[config.mk]
export PLATFORM = sky130hd
export DESIGN_NAME = command_deframer_flat
export DESIGN_NICKNAME = d
export VERILOG_FILES = /design/src/rtl/command_deframer_if.sv /design/src/rtl/command_deframer.sv /design/src/flat_wrapper.sv
export SDC_FILE = /design/constraint.sdc
export NUM_CORES = 1
export LEC_CHECK = 0
export ABC_AREA = 1
export CAP_MARGIN = 10
export CORE_UTILIZATION = 57
export CTS_CLUSTER_DIAMETER = 120
export CTS_CLUSTER_SIZE = 30
export DETAILED_ROUTE_END_ITERATION = 10
export PLACE_DENSITY = 0.85
export SYNTH_ARGS = -nofsm -noshare
export SYNTH_HDL_FRONTEND = slang
export SYNTH_SLANG_ARGS = --single-unit
[constraint.sdc]
create_clock -name clk_i -period 3.05 [get_ports clk_i]
set_clock_uncertainty 0.05 [all_clocks]
set_input_delay 0.61 -clock clk_i [delete_from_list [all_inputs] [get_ports clk_i]]
set_output_delay 0.61 -clock clk_i [all_outputs]
set_load 0.02 [all_outputs]
[src/rtl/command_deframer_if.sv]
// Byte-stream handshake bundle between a host link and the command deframer.
interface command_deframer_if;
    logic [7:0] rx_data_i;
    logic       rx_valid_i;
    logic       rx_ready_o;
    logic [7:0] tx_data_o;
    logic       tx_valid_o;
    logic       tx_ready_i;

    // Deframer side
    modport slave (
        input  rx_data_i,
        input  rx_valid_i,
        input  tx_ready_i,
        output rx_ready_o,
        output tx_data_o,
        output tx_valid_o
    );

    // Host side
    modport master (
        output rx_data_i,
        output rx_valid_i,
        output tx_ready_i,
        input  rx_ready_o,
        input  tx_data_o,
        input  tx_valid_o
    );
endinterface

[src/rtl/command_deframer.sv]
// Command deframer: turns an inbound byte stream into single-cycle core
// write/read commands and streams read results back out, MSB first.
module command_deframer #(
    parameter int unsigned RESULT_LATENCY = 2,
    parameter int unsigned TIMEOUT_CYCLES = 1024,
    parameter logic [7:0]  WRITE_OPCODE   = 8'h01,
    parameter logic [7:0]  READ_OPCODE    = 8'h02
) (
    input  logic                clk_i,
    input  logic                rst_i,
    command_deframer_if.slave   bus,
    output logic [7:0]          instruction_o,
    output logic [23:0]         address_o,
    output logic [31:0]         value_o,
    input  logic [31:0]         result_i,
    output logic                error_o,
    output logic                busy_o
);

    localparam int unsigned TO_W  = $clog2(TIMEOUT_CYCLES + 1);
    localparam int unsigned LAT_W = 4;

    typedef enum logic [2:0] {
        IDLE        = 3'd0,
        RX_ADDR     = 3'd1,
        RX_VALUE    = 3'd2,
        ISSUE       = 3'd3,
        WAIT_RESULT = 3'd4,
        TX_RESULT   = 3'd5
    } state_t;

    state_t            state_q, state_d;
    logic [7:0]        opcode_q, opcode_d;
    logic [23:0]       addr_sh_q, addr_sh_d;
    logic [23:0]       val_sh_q, val_sh_d;
    logic [31:0]       res_sh_q, res_sh_d;
    logic [1:0]        byte_cnt_q, byte_cnt_d;
    logic [TO_W-1:0]   idle_cnt_q, idle_cnt_d;
    logic [LAT_W-1:0]  lat_cnt_q, lat_cnt_d;
    logic [7:0]        instr_q, instr_d;
    logic [23:0]       address_q, address_d;
    logic [31:0]       value_q, value_d;
    logic [7:0]        tx_data_q, tx_data_d;
    logic              tx_valid_q, tx_valid_d;
    logic              rx_ready_q, rx_ready_d;
    logic              error_q, error_d;
    logic              busy_q, busy_d;

    logic              accept;
    logic [7:0]        rx_byte;
    logic              timeout_hit;

    assign rx_byte     = bus.rx_data_i;
    assign accept      = bus.rx_valid_i && rx_ready_q;
    assign timeout_hit = (idle_cnt_q == TO_W'(TIMEOUT_CYCLES - 1));

    // Next-state and next-output logic
    always_comb begin
        state_d    = state_q;
        opcode_d   = opcode_q;
        addr_sh_d  = addr_sh_q;
        val_sh_d   = val_sh_q;
        res_sh_d   = res_sh_q;
        byte_cnt_d = byte_cnt_q;
        idle_cnt_d = idle_cnt_q;
        lat_cnt_d  = lat_cnt_q;
        instr_d    = 8'h00;
        address_d  = address_q;
        value_d    = value_q;
        tx_data_d  = tx_data_q;
        error_d    = 1'b0;

        case (state_q)
            IDLE: begin
                if (accept) begin
                    if (rx_byte == WRITE_OPCODE || rx_byte == READ_OPCODE) begin
                        opcode_d   = rx_byte;
                        byte_cnt_d = 2'd0;
                        idle_cnt_d = '0;
                        state_d    = RX_ADDR;
                    end else begin
                        error_d = 1'b1;
                    end
                end
            end

            RX_ADDR: begin
                if (accept) begin
                    idle_cnt_d = '0;
                    addr_sh_d  = {addr_sh_q[15:0], rx_byte};
                    byte_cnt_d = byte_cnt_q + 2'd1;
                    if (byte_cnt_q == 2'd2) begin
                        byte_cnt_d = 2'd0;
                        if (opcode_q == WRITE_OPCODE) begin
                            state_d = RX_VALUE;
                        end else begin
                            // Read: value_o is deliberately left untouched.
                            address_d = {addr_sh_q[15:0], rx_byte};
                            instr_d   = opcode_q;
                            state_d   = ISSUE;
                        end
                    end
                end else if (timeout_hit) begin
                    idle_cnt_d = '0;
                    error_d    = 1'b1;
                    state_d    = IDLE;
                end else begin
                    idle_cnt_d = idle_cnt_q + TO_W'(1);
                end
            end

            RX_VALUE: begin
                if (accept) begin
                    idle_cnt_d = '0;
                    val_sh_d   = {val_sh_q[15:0], rx_byte};
                    byte_cnt_d = byte_cnt_q + 2'd1;
                    if (byte_cnt_q == 2'd3) begin
                        byte_cnt_d = 2'd0;
                        address_d  = addr_sh_q;
                        value_d    = {val_sh_q, rx_byte};
                        instr_d    = opcode_q;
                        state_d    = ISSUE;
                    end
                end else if (timeout_hit) begin
                    idle_cnt_d = '0;
                    error_d    = 1'b1;
                    state_d    = IDLE;
                end else begin
                    idle_cnt_d = idle_cnt_q + TO_W'(1);
                end
            end

            ISSUE: begin
                // The cycle after ISSUE is issue+1 on the latency count.
                lat_cnt_d = LAT_W'(1);
                state_d   = (opcode_q == WRITE_OPCODE) ? IDLE : WAIT_RESULT;
            end

            WAIT_RESULT: begin
                if (lat_cnt_q == LAT_W'(RESULT_LATENCY)) begin
                    tx_data_d  = result_i[31:24];
                    res_sh_d   = {result_i[23:0], 8'h00};
                    byte_cnt_d = 2'd0;
                    state_d    = TX_RESULT;
                end else begin
                    lat_cnt_d = lat_cnt_q + LAT_W'(1);
                end
            end

            TX_RESULT: begin
                if (tx_valid_q && bus.tx_ready_i) begin
                    if (byte_cnt_q == 2'd3) begin
                        byte_cnt_d = 2'd0;
                        state_d    = IDLE;
                    end else begin
                        byte_cnt_d = byte_cnt_q + 2'd1;
                        tx_data_d  = res_sh_q[31:24];
                        res_sh_d   = {res_sh_q[23:0], 8'h00};
                    end
                end
            end

            default: begin
                state_d = IDLE;
            end
        endcase

        rx_ready_d = (state_d == IDLE) || (state_d == RX_ADDR) || (state_d == RX_VALUE);
        busy_d     = (state_d != IDLE);
        tx_valid_d = (state_d == TX_RESULT);
    end

    // State and output registers
    always_ff @(posedge clk_i) begin
        if (rst_i) begin
            state_q    <= IDLE;
            opcode_q   <= 8'h00;
            addr_sh_q  <= '0;
            val_sh_q   <= '0;
            res_sh_q   <= '0;
            byte_cnt_q <= 2'd0;
            idle_cnt_q <= '0;
            lat_cnt_q  <= '0;
            instr_q    <= 8'h00;
            address_q  <= '0;
            value_q    <= '0;
            tx_data_q  <= 8'h00;
            tx_valid_q <= 1'b0;
            rx_ready_q <= 1'b1;
            error_q    <= 1'b0;
            busy_q     <= 1'b0;
        end else begin
            state_q    <= state_d;
            opcode_q   <= opcode_d;
            addr_sh_q  <= addr_sh_d;
            val_sh_q   <= val_sh_d;
            res_sh_q   <= res_sh_d;
            byte_cnt_q <= byte_cnt_d;
            idle_cnt_q <= idle_cnt_d;
            lat_cnt_q  <= lat_cnt_d;
            instr_q    <= instr_d;
            address_q  <= address_d;
            value_q    <= value_d;
            tx_data_q  <= tx_data_d;
            tx_valid_q <= tx_valid_d;
            rx_ready_q <= rx_ready_d;
            error_q    <= error_d;
            busy_q     <= busy_d;
        end
    end

    assign bus.rx_ready_o = rx_ready_q;
    assign bus.tx_data_o  = tx_data_q;
    assign bus.tx_valid_o = tx_valid_q;
    assign instruction_o  = instr_q;
    assign address_o      = address_q;
    assign value_o        = value_q;
    assign error_o        = error_q;
    assign busy_o         = busy_q;

endmodule
[src/flat_wrapper.sv]
// flat-port wrapper written by rule: the top's interface ports become plain ports
module command_deframer_flat 
#(
    parameter int unsigned RESULT_LATENCY = 2,
    parameter int unsigned TIMEOUT_CYCLES = 1024,
    parameter logic [7:0]  WRITE_OPCODE   = 8'h01,
    parameter logic [7:0]  READ_OPCODE    = 8'h02
)
  (clk_i, rst_i, instruction_o, address_o, value_o, result_i, error_o, busy_o, bus_rx_data_i, bus_rx_valid_i, bus_tx_ready_i, bus_rx_ready_o, bus_tx_data_o, bus_tx_valid_o);
  command_deframer_if bus_i ();
  input  logic clk_i;
  input  logic rst_i;
  output logic [7:0] instruction_o;
  output logic [23:0] address_o;
  output logic [31:0] value_o;
  input  logic [31:0] result_i;
  output logic error_o;
  output logic busy_o;
  input wire logic [$bits(bus_i.rx_data_i)-1:0] bus_rx_data_i;
  input wire logic [$bits(bus_i.rx_valid_i)-1:0] bus_rx_valid_i;
  input wire logic [$bits(bus_i.tx_ready_i)-1:0] bus_tx_ready_i;
  output wire logic [$bits(bus_i.rx_ready_o)-1:0] bus_rx_ready_o;
  output wire logic [$bits(bus_i.tx_data_o)-1:0] bus_tx_data_o;
  output wire logic [$bits(bus_i.tx_valid_o)-1:0] bus_tx_valid_o;
  assign bus_i.rx_data_i = bus_rx_data_i;
  assign bus_i.rx_valid_i = bus_rx_valid_i;
  assign bus_i.tx_ready_i = bus_tx_ready_i;
  assign bus_rx_ready_o = bus_i.rx_ready_o;
  assign bus_tx_data_o = bus_i.tx_data_o;
  assign bus_tx_valid_o = bus_i.tx_valid_o;
  command_deframer #(.RESULT_LATENCY(RESULT_LATENCY), .TIMEOUT_CYCLES(TIMEOUT_CYCLES), .WRITE_OPCODE(WRITE_OPCODE), .READ_OPCODE(READ_OPCODE)) u_core (.clk_i(clk_i), .rst_i(rst_i), .bus(bus_i), .instruction_o(instruction_o), .address_o(address_o), .value_o(value_o), .result_i(result_i), .error_o(error_o), .busy_o(busy_o));
endmodule
======== After elaboration in Yosys (flattened, before gate mapping) ========
Cells that the tools add are included.
operators by class
  add/subtract/negate cells ............... 3
  reduce and logical (&&, ||, !) cells .... 23
  equal/unequal tests ..................... 26
  mux-type cells .......................... 54
operator list
  kind                                                                      count
  24-bit two-way mux                                                        5
  32-bit two-way mux                                                        3
  8-bit two-way mux                                                         8
  32-bit case mux with 2 select lines                                       1
  24-bit case mux with 2 select lines                                       1
  11-bit two-way mux                                                        4
  3-bit two-way mux                                                         11
  8-bit case mux with 2 select lines                                        2
  11-bit case mux with 2 select lines                                       1
  3-bit case mux with 6 select lines                                        1
  8-bit by 1-bit equality test with 1-bit output (second input constant)    2
  2-bit two-way mux                                                         8
  2-bit by 1-bit != test with 1-bit output (second input constant)          8
  11-bit by 1-bit adder with 11-bit output (second input constant)          1
  11-bit by 10-bit equality test with 1-bit output (second input constant)  1
  2-bit case mux with 5 select lines                                        1
  3-bit by 2-bit equality test with 1-bit output (second input constant)    3
  3-bit equality test (second input constant)                               3
  3-bit AND reduction                                                       3
  8-bit by 2-bit equality test with 1-bit output (second input constant)    1
  4-bit case mux with 2 select lines                                        1
  2-bit nonzero test                                                        4
  7-bit AND reduction                                                       1
  3-bit by 1-bit equality test with 1-bit output (second input constant)    2
  other kinds (17)                                                          30
word-level totals
  input bits .............................. 44
  word-level logic and storage cells ...... 122
  register bits ........................... 184
  output and inout port bits .............. 76

======== Longest topological paths before layout ========
Gate-level depths: netlist of the first run.
  depth after elaboration ................. 8
  depth in mapped cells ................... 11
  depth with buffers taken out ............ 11

======== Least setup slack after synthesis of the first run ========
OpenSTA, ideal clock, no wires.
  path kind ............................... in2reg
  start point ............................. in bus_rx_valid_i
  end point ............................... reg u_core.address_q[17] (netlist: u_core.address_o[17])
  stages on the path ...................... 8
  library setup time ...................... 0.132 ns
  data required time ...................... 2.868 ns
  path slack .............................. 1.343 ns
  arrival time ............................ 1.525 ns
  buffers on the path ..................... 1
  cell sequence ........................... nand2_1 inv_1 nand4_4 nand2_2 nand2_2 buf_4 nand2_1 a21oi_1
between the ends
  longest elaborated chain between the ends .. 3
  elaborated cells between the ends (all ways) .. 4
  classes of those cells .................. eq/ne (2); reduce/logical (2)
ends and longest elaborated chain
  element                                                    RTL line                 text
  from (decl)                                                flat_wrapper.sv:20       input wire logic [$bits(bus_i.rx_valid_i)-1:0] bus_rx_valid_i;
  1-bit logical AND *                                        command_deframer.sv:54   assign accept = bus.rx_valid_i && rx_ready_q;
  2-bit by 1-bit != test with 1-bit output (no source line)  n/a
  6-bit AND reduction (no source line) *                     n/a
  to (signal assigned)                                       command_deframer.sv:202  address_q <= address_d;
  to (decl)                                                  command_deframer.sv:41   logic [23:0] address_q, address_d;
Mark *: on every way between the ends. The rest lies on a longest branch, timed or not.
A chain may end at the register's enable or synchronous reset.

======== Final worst setup path of the first run ========
  start point ............................. in bus_rx_data_i[0]
  end point ............................... reg u_core.opcode_q[0]
between the ends
  longest elaborated chain between the ends .. 3
  elaborated cells between the ends (all ways) .. 4
  classes of those cells .................. eq/ne (2); reduce/logical (2)
ends and longest elaborated chain
  element                                                                                                                  RTL line                 text
  from (decl)                                                                                                              flat_wrapper.sv:19       input wire logic [$bits(bus_i.rx_data_i)-1:0] bus_rx_data_i;
  8-bit by 1-bit equality test with 1-bit output / 8-bit by 2-bit equality test with 1-bit output (equally long branches)  command_deframer.sv:76   if (rx_byte == WRITE_OPCODE || rx_byte == READ_OPCODE) begin
  1-bit logical OR                                                                                                         command_deframer.sv:76
  3-bit AND reduction (no source line)                                                                                     n/a
  to (signal assigned)                                                                                                     command_deframer.sv:194  opcode_q <= opcode_d;
  to (decl)                                                                                                                command_deframer.sv:33   logic [7:0] opcode_q, opcode_d;
Parallel ways exist; a longest one is shown, timed or not.

==> results of run 1 <==
per-stage QoR:
stage                     utilization, %  setup WS, ps  cells  total power [W]  area, um2
after global placement              69.9           464   1239          0.00252       8570
after CTS                           75.1           774   1271          0.00481       9200
final                               75.1           735   1271          0.00479       9200
after global routing                75.1           438   1271          0.00492       9200
after floorplan                        -          1340    997          0.00243       7300
after detailed placement            69.9           400   1239          0.00252       8570
routing by layer:
| metal | vias up | routed length [um] | GRT usage (%) |
|---|---|---|---|
| li1 | 3460 | - | - |
| met1 | 3202 | 7720 | 35.3 |
| met2 | 247 | 8430 | 45.6 |
| met3 | 33 | 967 | 5.11 |
| met4 | 0 | 376 | 10.1 |
| met5 | - | 0 | 0 |
worst reg2reg max path, cell delays in order, from the launching register on:
cell and delay (ps):
dfxtp_1 300, inv_1 120, nand2_1 80, nor3_1 210
nand2_1 140, nand2_1 80, nand2_1 440, nand2_2 550
nand2_1 110, a21oi_1 140
layout by cell type, fill, tap and decap left out, types with 2 or more instances in the layout:
cell	netlist	layout
a211oi_1	7	7
a21oi_1	120	120
a22oi_1	2	2
buf_12	0	2
buf_4	4	16
bufinv_16	0	4
clkbuf_16	0	17
clkdlybuf4s50_1	0	118
clkinv_4	0	2
clkinvlp_4	0	2
dfxtp_1	176	176
ha_1	7	7
inv_1	84	84
inv_2	4	4
inv_6	0	4
nand2_1	182	182
nand2_2	6	6
nand3_1	78	78
nand4_1	14	14
nor2_1	101	101
nor2_2	2	2
nor2_4	2	2
nor3_1	13	13
o21ai_0	122	122
or2_2	3	3
xor2_1	2	2
registers in the layout, summed over array words and instances, names as in the netlist:
signal and flops:
u_core.addr_sh_q 24, u_core.address_o 24, u_core.bus.rx_ready_o 1, u_core.bus.tx_data_o 8, u_core.bus.tx_valid_o 1, u_core.busy_o 1
u_core.byte_cnt_q 2, u_core.error_o 1, u_core.idle_cnt_q 11, u_core.instruction_o 8, u_core.lat_cnt_q 4, u_core.opcode_q 8
u_core.res_sh_q 24, u_core.state_q 3, u_core.val_sh_q 24, u_core.value_o 32
cell families after synthesis:
logic type	synth area share, %
AO/OA/AOI/OAI	18.0
XOR/XNOR	0.240
adder cells (fa/ha/maj)	1.20
buffers and inverters	8.53
flip-flops	48.2
AND/OR/NAND/NOR	23.7
power breakdown:
part / switching, W / internal [W] / total [W]
clock network: 0.000930 / 0.00139 / 0.00232
logic: 0.0000911 / 0.0000786 / 0.000170
registers: 0.00000172 / 0.00230 / 0.00230
total: 0.00102 / 0.00377 / 0.00479
how the worst max path moves through the flow:
stage | cells after the start | end
floorplan | 8 | u_core.address_o[17]
global placement | 9 | u_core.opcode_q[0]
detailed placement | 9 | u_core.opcode_q[0]
CTS | 9 | u_core.address_o[19]
global route | 9 | u_core.address_o[23]
finish | 9 | u_core.opcode_q[0]
layout make-up:
class / count / area [um2]
well taps: 168 / 210
inverters: 89 / 334
flip-flops and latches: 176 / 3520
fillers: 947 / 3060
multi-input cells: 669 / 3160
clock inverters: 14 / 204
clock buffers: 18 / 429
repair buffers: 137 / 1350
==> parameters.txt, run 1 <==
Parameter                              Value

Outcome
  Status ... completed

GRT
  Grt total ovfl ... 0
  GR Util All Layers ... 27.3%
  Number of global-route vias before repair ... 6280
  Maximum number of pins on one net before global-route repair ... 68
  Initial antenna violation count ... 0
  First-pass GRT wire length ... 28800 um

Clock tree
  Number of resized instances in the post-cts repair step ... 0
  Setup bufs post-CTS ... 0
  Post-CTS clock slew at the launch and capture registers of the worst setup and hold paths ... 70 ps
  Library cell used as clock root buffer ... clkbuf_16
  Number of H-tree levels ... 4
  Total clock buffers created by CTS ... 17
  TritonCTS clock tree ... yes
  Worst-skew pair later-pin latency ... 430 ps
  Number of hold-repair buffers added at the cts stage ... 0
  Maximum number of buffers from clock root to sink ... 2
  Clock Sink Count ... 176

Timing
  Achievable frequency ... 0.432 GHz
  Period minus WS final ... 2310 ps
  RSZ-0062 raised after global routing ... no
  Actual transition at the worst max-transition pin ... 818 ps
  Worst hold margin ... 397 ps
  Final setup violation count ... 0
  Number of hold violations in the final report ... 0
  Share of the clock period used by the worst path after layout ... 75.9%
  Count of pins over their slew limit ... 0
  Setup TNS ... 0 ps
  Slew margin rel. ... 45.5%

Critical path
  Data arrival at the endpoint of the critical path ... 2630 ps
  Largest driver fanout on the critical path ... 8
  Worst flop-to-flop path endpoint ... u_core.address_o[12]
  Critical path startpoint ... bus_rx_data_i[0]
  Crit start category ... input pin
  Worst R2R Start ... u_core.opcode_q[1]
  Number of buffer and inverter instances along the worst setup path ... 3
  Cell with the biggest individual delay on the critical path ... clkdlybuf4s50_1
  Worst setup slack for register-to-register paths ... 740 ps
  Maximum single-stage delay on the critical path ... 560 ps
  CP top delay family ... buffers and inverters
  Critical path data required time ... 3360 ps
  FF-to-FF path depth ... 9
  CP endpoint kind ... flop
  Cell breakdown of the critical path ... clkdlybuf4s50_1, inv_1, nand2_1, nand3_1, nor2_1, nand3_1, inv_1, o21ai_0, a21oi_1
  Crit Path Class ... in2reg

Synthesis
  Synth top area share ... 48.2%
  Yosys warning total ... 0
  Fraction of the yosys area taken by sequential cells ... 48.2%
  Number of synthesized register bits ... 176
  Synthesized area per cell ... 7.33 um2
  Syn nets ... 1048
  Number of synthesized flops with an enable pin ... 0
  Post-synth top flop ... dfxtp_1
  Ranking of synthesized cells by area ... dfxtp_1 (48%), nand2_1 (9.4%), o21ai_0 (8.4%)
  Most frequent cells after synthesis ... nand2_1 (182), dfxtp_1 (176), o21ai_0 (122)
  Post-Syn Instances ... 997
  Cell with the most instances after synthesis ... nand2_1
  Fraction of registers with async set/reset ... 0%
  Netlist cell types ... 31
  Synth Cell Area ... 0.00730 mm2
  Largest area contributor in the synthesized netlist ... dfxtp_1

Routing
  Routed WL per cell ... 13.8 um
  Number of DRC markers after the initial detailed-route iteration ... 504
  ANT nets after route ... 0
  Drt pass-1 iters ... 5
  Total length of routed wires ... 17500 um
  Detailed-route DRC error count ... 0
  Via-to-Cell Ratio ... 5.46
  Via count ... 6942

Power
  Leakage power ... 3.48 nW
  Worst IR drop on VDD ... 403 uV
  Cell Pwr Density ... 520 mW/mm2

Die
  Rows ... 40
  Die boundary height ... 115 um
  Initial core utilization ... 59.6%
  X dimension of the die ... 115 um
  DIE AREA ... 0.0133 mm2
  Count of boundary I/O pins ... 120
  Area of the placeable core ... 0.0123 mm2

Finish
  Area overhead of the layout relative to synthesis ... 26.0%
  N_diodes ... 0
  Count of nets after finishing ... 1141
  Share of post-route cells with drive strength above 1 ... 6.44%

Hold path
  Launch instance of the worst min-delay path ... u_core.res_sh_q[16]
  Hold Path Stages ... 2
  Worst min path class ... reg2reg
  Terminating pin of the worst hold path ... u_core.res_sh_q[16]

Run
  Number of maximum-capacitance violations ... 0

Place
  Final GP Congestion ... 0.903
  Port Buffers ... 119
  Dpl hpwl ... 11400 um
Power figures use the tool's default switching activity.
==> run 2, diff against run 1 <==
CORE_UTILIZATION = 48   (was 57)
PLACE_DENSITY = 0.76   (was 0.85)
clock period = 1.95 ns   (was 3.05 ns; I/O delays follow)
==> run 2 against run 1 <==
Compared with the run above:
- the flow now finishes with violations (DRC)
- power rose by 55%
- sequential power rose by 57%
- global-route usage fell by 4.8 points
- die area rose by 18%
- clock-buffer cell count fell by 1
- critical path depth fell by 8
- routed wire length fell by 1.5%
- cell count rose by 3.4%
- worst hold slack barely moved
- final area rose by 3.3%
- register-to-register slack got worse by 490 ps
- core utilization fell by 10 points
- critical path type is now reg2out
==> parameters.txt, run 2 (synthesized netlist as in run 1, its figures left out) <==
Parameter                              Value

Routing
  Number of DRC markers after the initial detailed-route iteration ... 531
  Via-to-Cell Ratio ... 5.14
  Drt pass-1 iters ... 10
  Detailed-route DRC error count ... 10
  ANT nets after route ... 0
  Routed WL per cell ... 13.1 um
  Total length of routed wires ... 17200 um
  Via count ... 6749

GRT
  Initial antenna violation count ... 0
  Grt total ovfl ... 0
  Number of global-route vias before repair ... 6150
  GR Util All Layers ... 22.5%
  First-pass GRT wire length ... 28800 um
  Maximum number of pins on one net before global-route repair ... 68

Outcome
  Status ... finished with violations
  Violations in the final reports ... DRC

Power
  Net load switching power ... 0.00174 W
  Leakage power ... 3.64 nW
  Combinational fraction of design power ... 3.8%
  Cell Pwr Density ... 781 mW/mm2
  Switching power as a share of total power ... 23.4%
  Clock Power Share ... 47.7%
  Pint ... 0.00569 W
  Seq pwr share ... 48.5%
  Worst IR drop on VDD ... 623 uV
  Post-route total power ... 0.00742 W

Hold path
  Worst min path class ... reg2reg
  Launch instance of the worst min-delay path ... u_core.res_sh_q[30]

Critical path
  Cell breakdown of the critical path ... clkdlybuf4s50_1
  Critical path data required time ... 1510 ps
  Crit Path Class ... reg2out
  CP top delay family ... buffers and inverters
  Maximum single-stage delay on the critical path ... 620 ps
  Largest driver fanout on the critical path ... 2
  Data arrival at the endpoint of the critical path ... 1430 ps
  Critical path startpoint ... u_core.address_o[8]
  Cell with the biggest individual delay on the critical path ... clkdlybuf4s50_1
  CP endpoint kind ... primary output
  Number of buffer and inverter instances along the worst setup path ... 1
  Worst R2R Start ... u_core.state_q[1]
  Crit start category ... flop

Finish
  Number of non-filler instances in the completed layout ... 1314
  Count of nets after finishing ... 1168
  N_diodes ... 0
  Number of flip-flops under the largest register name ... 32
  Leading cell type in the layout, fill and taps excluded ... nand2_1
  Area overhead of the layout relative to synthesis ... 30.2%
  Register cell area after layout ... 0.00352 mm2
  Share of post-route cells with drive strength above 1 ... 8.85%
  Total of fill cells in the finished design ... 1281
  Most used cells in the layout excluding fill and tap cells ... nand2_1 (182), dfxtp_1 (175), o21ai_0 (122)
  Area used by multi-input combinational logic ... 0.00316 mm2

Timing
  Final setup violation count ... 0
  RSZ-0062 raised after global routing ... no
  Slack of the critical path ... 80.4 ps
  Count of pins over their slew limit ... 0
  Actual transition at the worst max-transition pin ... 742 ps
  Share of the clock period used by the worst path after layout ... 95.9%
  Period minus WS final ... 1870 ps
  Achievable frequency ... 0.535 GHz
  Slew margin rel. ... 50.5%
  Number of hold violations in the final report ... 0

Clock tree
  Maximum number of buffers from clock root to sink ... 2
  TritonCTS clock tree ... yes
  Total clock buffers created by CTS ... 17
  Library cell used as clock root buffer ... clkbuf_16
  Clock Sink Count ... 176
  Post-CTS clock slew at the launch and capture registers of the worst setup and hold paths ... 70 ps
  Worst-skew pair later-pin latency ... 440 ps
  Number of H-tree levels ... 4

Die
  Initial core utilization ... 49.7%
  Rows ... 44
  X dimension of the die ... 125 um
  Count of boundary I/O pins ... 120
  DIE AREA ... 0.0157 mm2
  Area of the placeable core ... 0.0147 mm2
  Die boundary height ... 125 um

Place
  Number of placed instances, taps included ... 1282
  Dpl hpwl ... 11400 um
  Port Buffers ... 119
  Placement-stage worst setup slack ... -94.9 ps
  Final GP Congestion ... 0.859

Run
  Number of maximum-capacitance violations ... 0
run 2: cell types whose count changed in the layout (fill, tap and decap cells not counted):
cell,delta
buf_12,+8
clkinv_8,+1
clkinv_2,-1
dfxtp_1,-1
bufinv_16,-2
dfxtp_2,+1
buf_4,+19
inv_8,+2
inv_6,+3
clkinv_4,-1
clkinvlp_4,-1
clkbuf_1,-1
run 2: what timing repair did:
item | CTS | global route
endpoints found under the setup margin | 0 | 6
hold buffers | 0 | 0
setup buffers | 0 | 0
gates resized for setup | 0 | 1
run 2: final timing paths:
check                                           end  slack (ps)  cells past startpoint
worst max-delay path                   address_o[8]          80                      1
worst min-delay path            u_core.res_sh_q[30]         400                      2
worst max register to register  u_core.res_sh_q[26]         250                     10
worst min register to register  u_core.res_sh_q[30]         400                      2
run 2: metal layers:
metal | vias up | wire length, um | track usage, %
li1 | 3512 | - | -
met1 | 3064 | 8230 | 29.8
met2 | 149 | 7870 | 35.8
met3 | 24 | 827 | 5.05
met4 | 0 | 303 | 8.39
met5 | - | 0 | 0
run 2: power by group through the flow:
stage                     Clock (W)  Sequential, W  Combinational [W]
after global placement            0        0.00368           0.000281
after CTS                   0.00358        0.00360           0.000283
final                       0.00354        0.00360           0.000282
after floorplan                   0        0.00368           0.000118
after global routing        0.00375        0.00360           0.000313
after detailed placement          0        0.00368           0.000281
run 2: metrics by stage:
stage               cell area [um2]  hold slack, ps  utilization, %  setup TNS [ps]
floorplan                      7300             375               -               0
global placement               8890             383            60.5           -1250
detailed placement             8890             391            60.5           -3190
CTS                            9510             400            64.7               0
global route                   9510             417            64.7               0
finish                         9510             397            64.7               0
run 2: area by class of cell:
type | instances | share of cell area [%]
Sequential cell | 176 | 37.1
Multi-Input combinational cell | 669 | 33.2
Timing Repair Buffer | 164 | 17.3
Clock buffer | 17 | 4.47
Inverter | 89 | 3.51
Tap cell | 184 | 2.42
Clock inverter | 15 | 1.97
run 2: worst reg2reg max path, delay by kind of cell (launching register included):
| family | cells | cell delay, ps |
|---|---|---|
| flops | 1 | 430 |
| buf+inv | 3 | 390 |
| compound gates | 3 | 370 |
| simple gates | 4 | 350 |
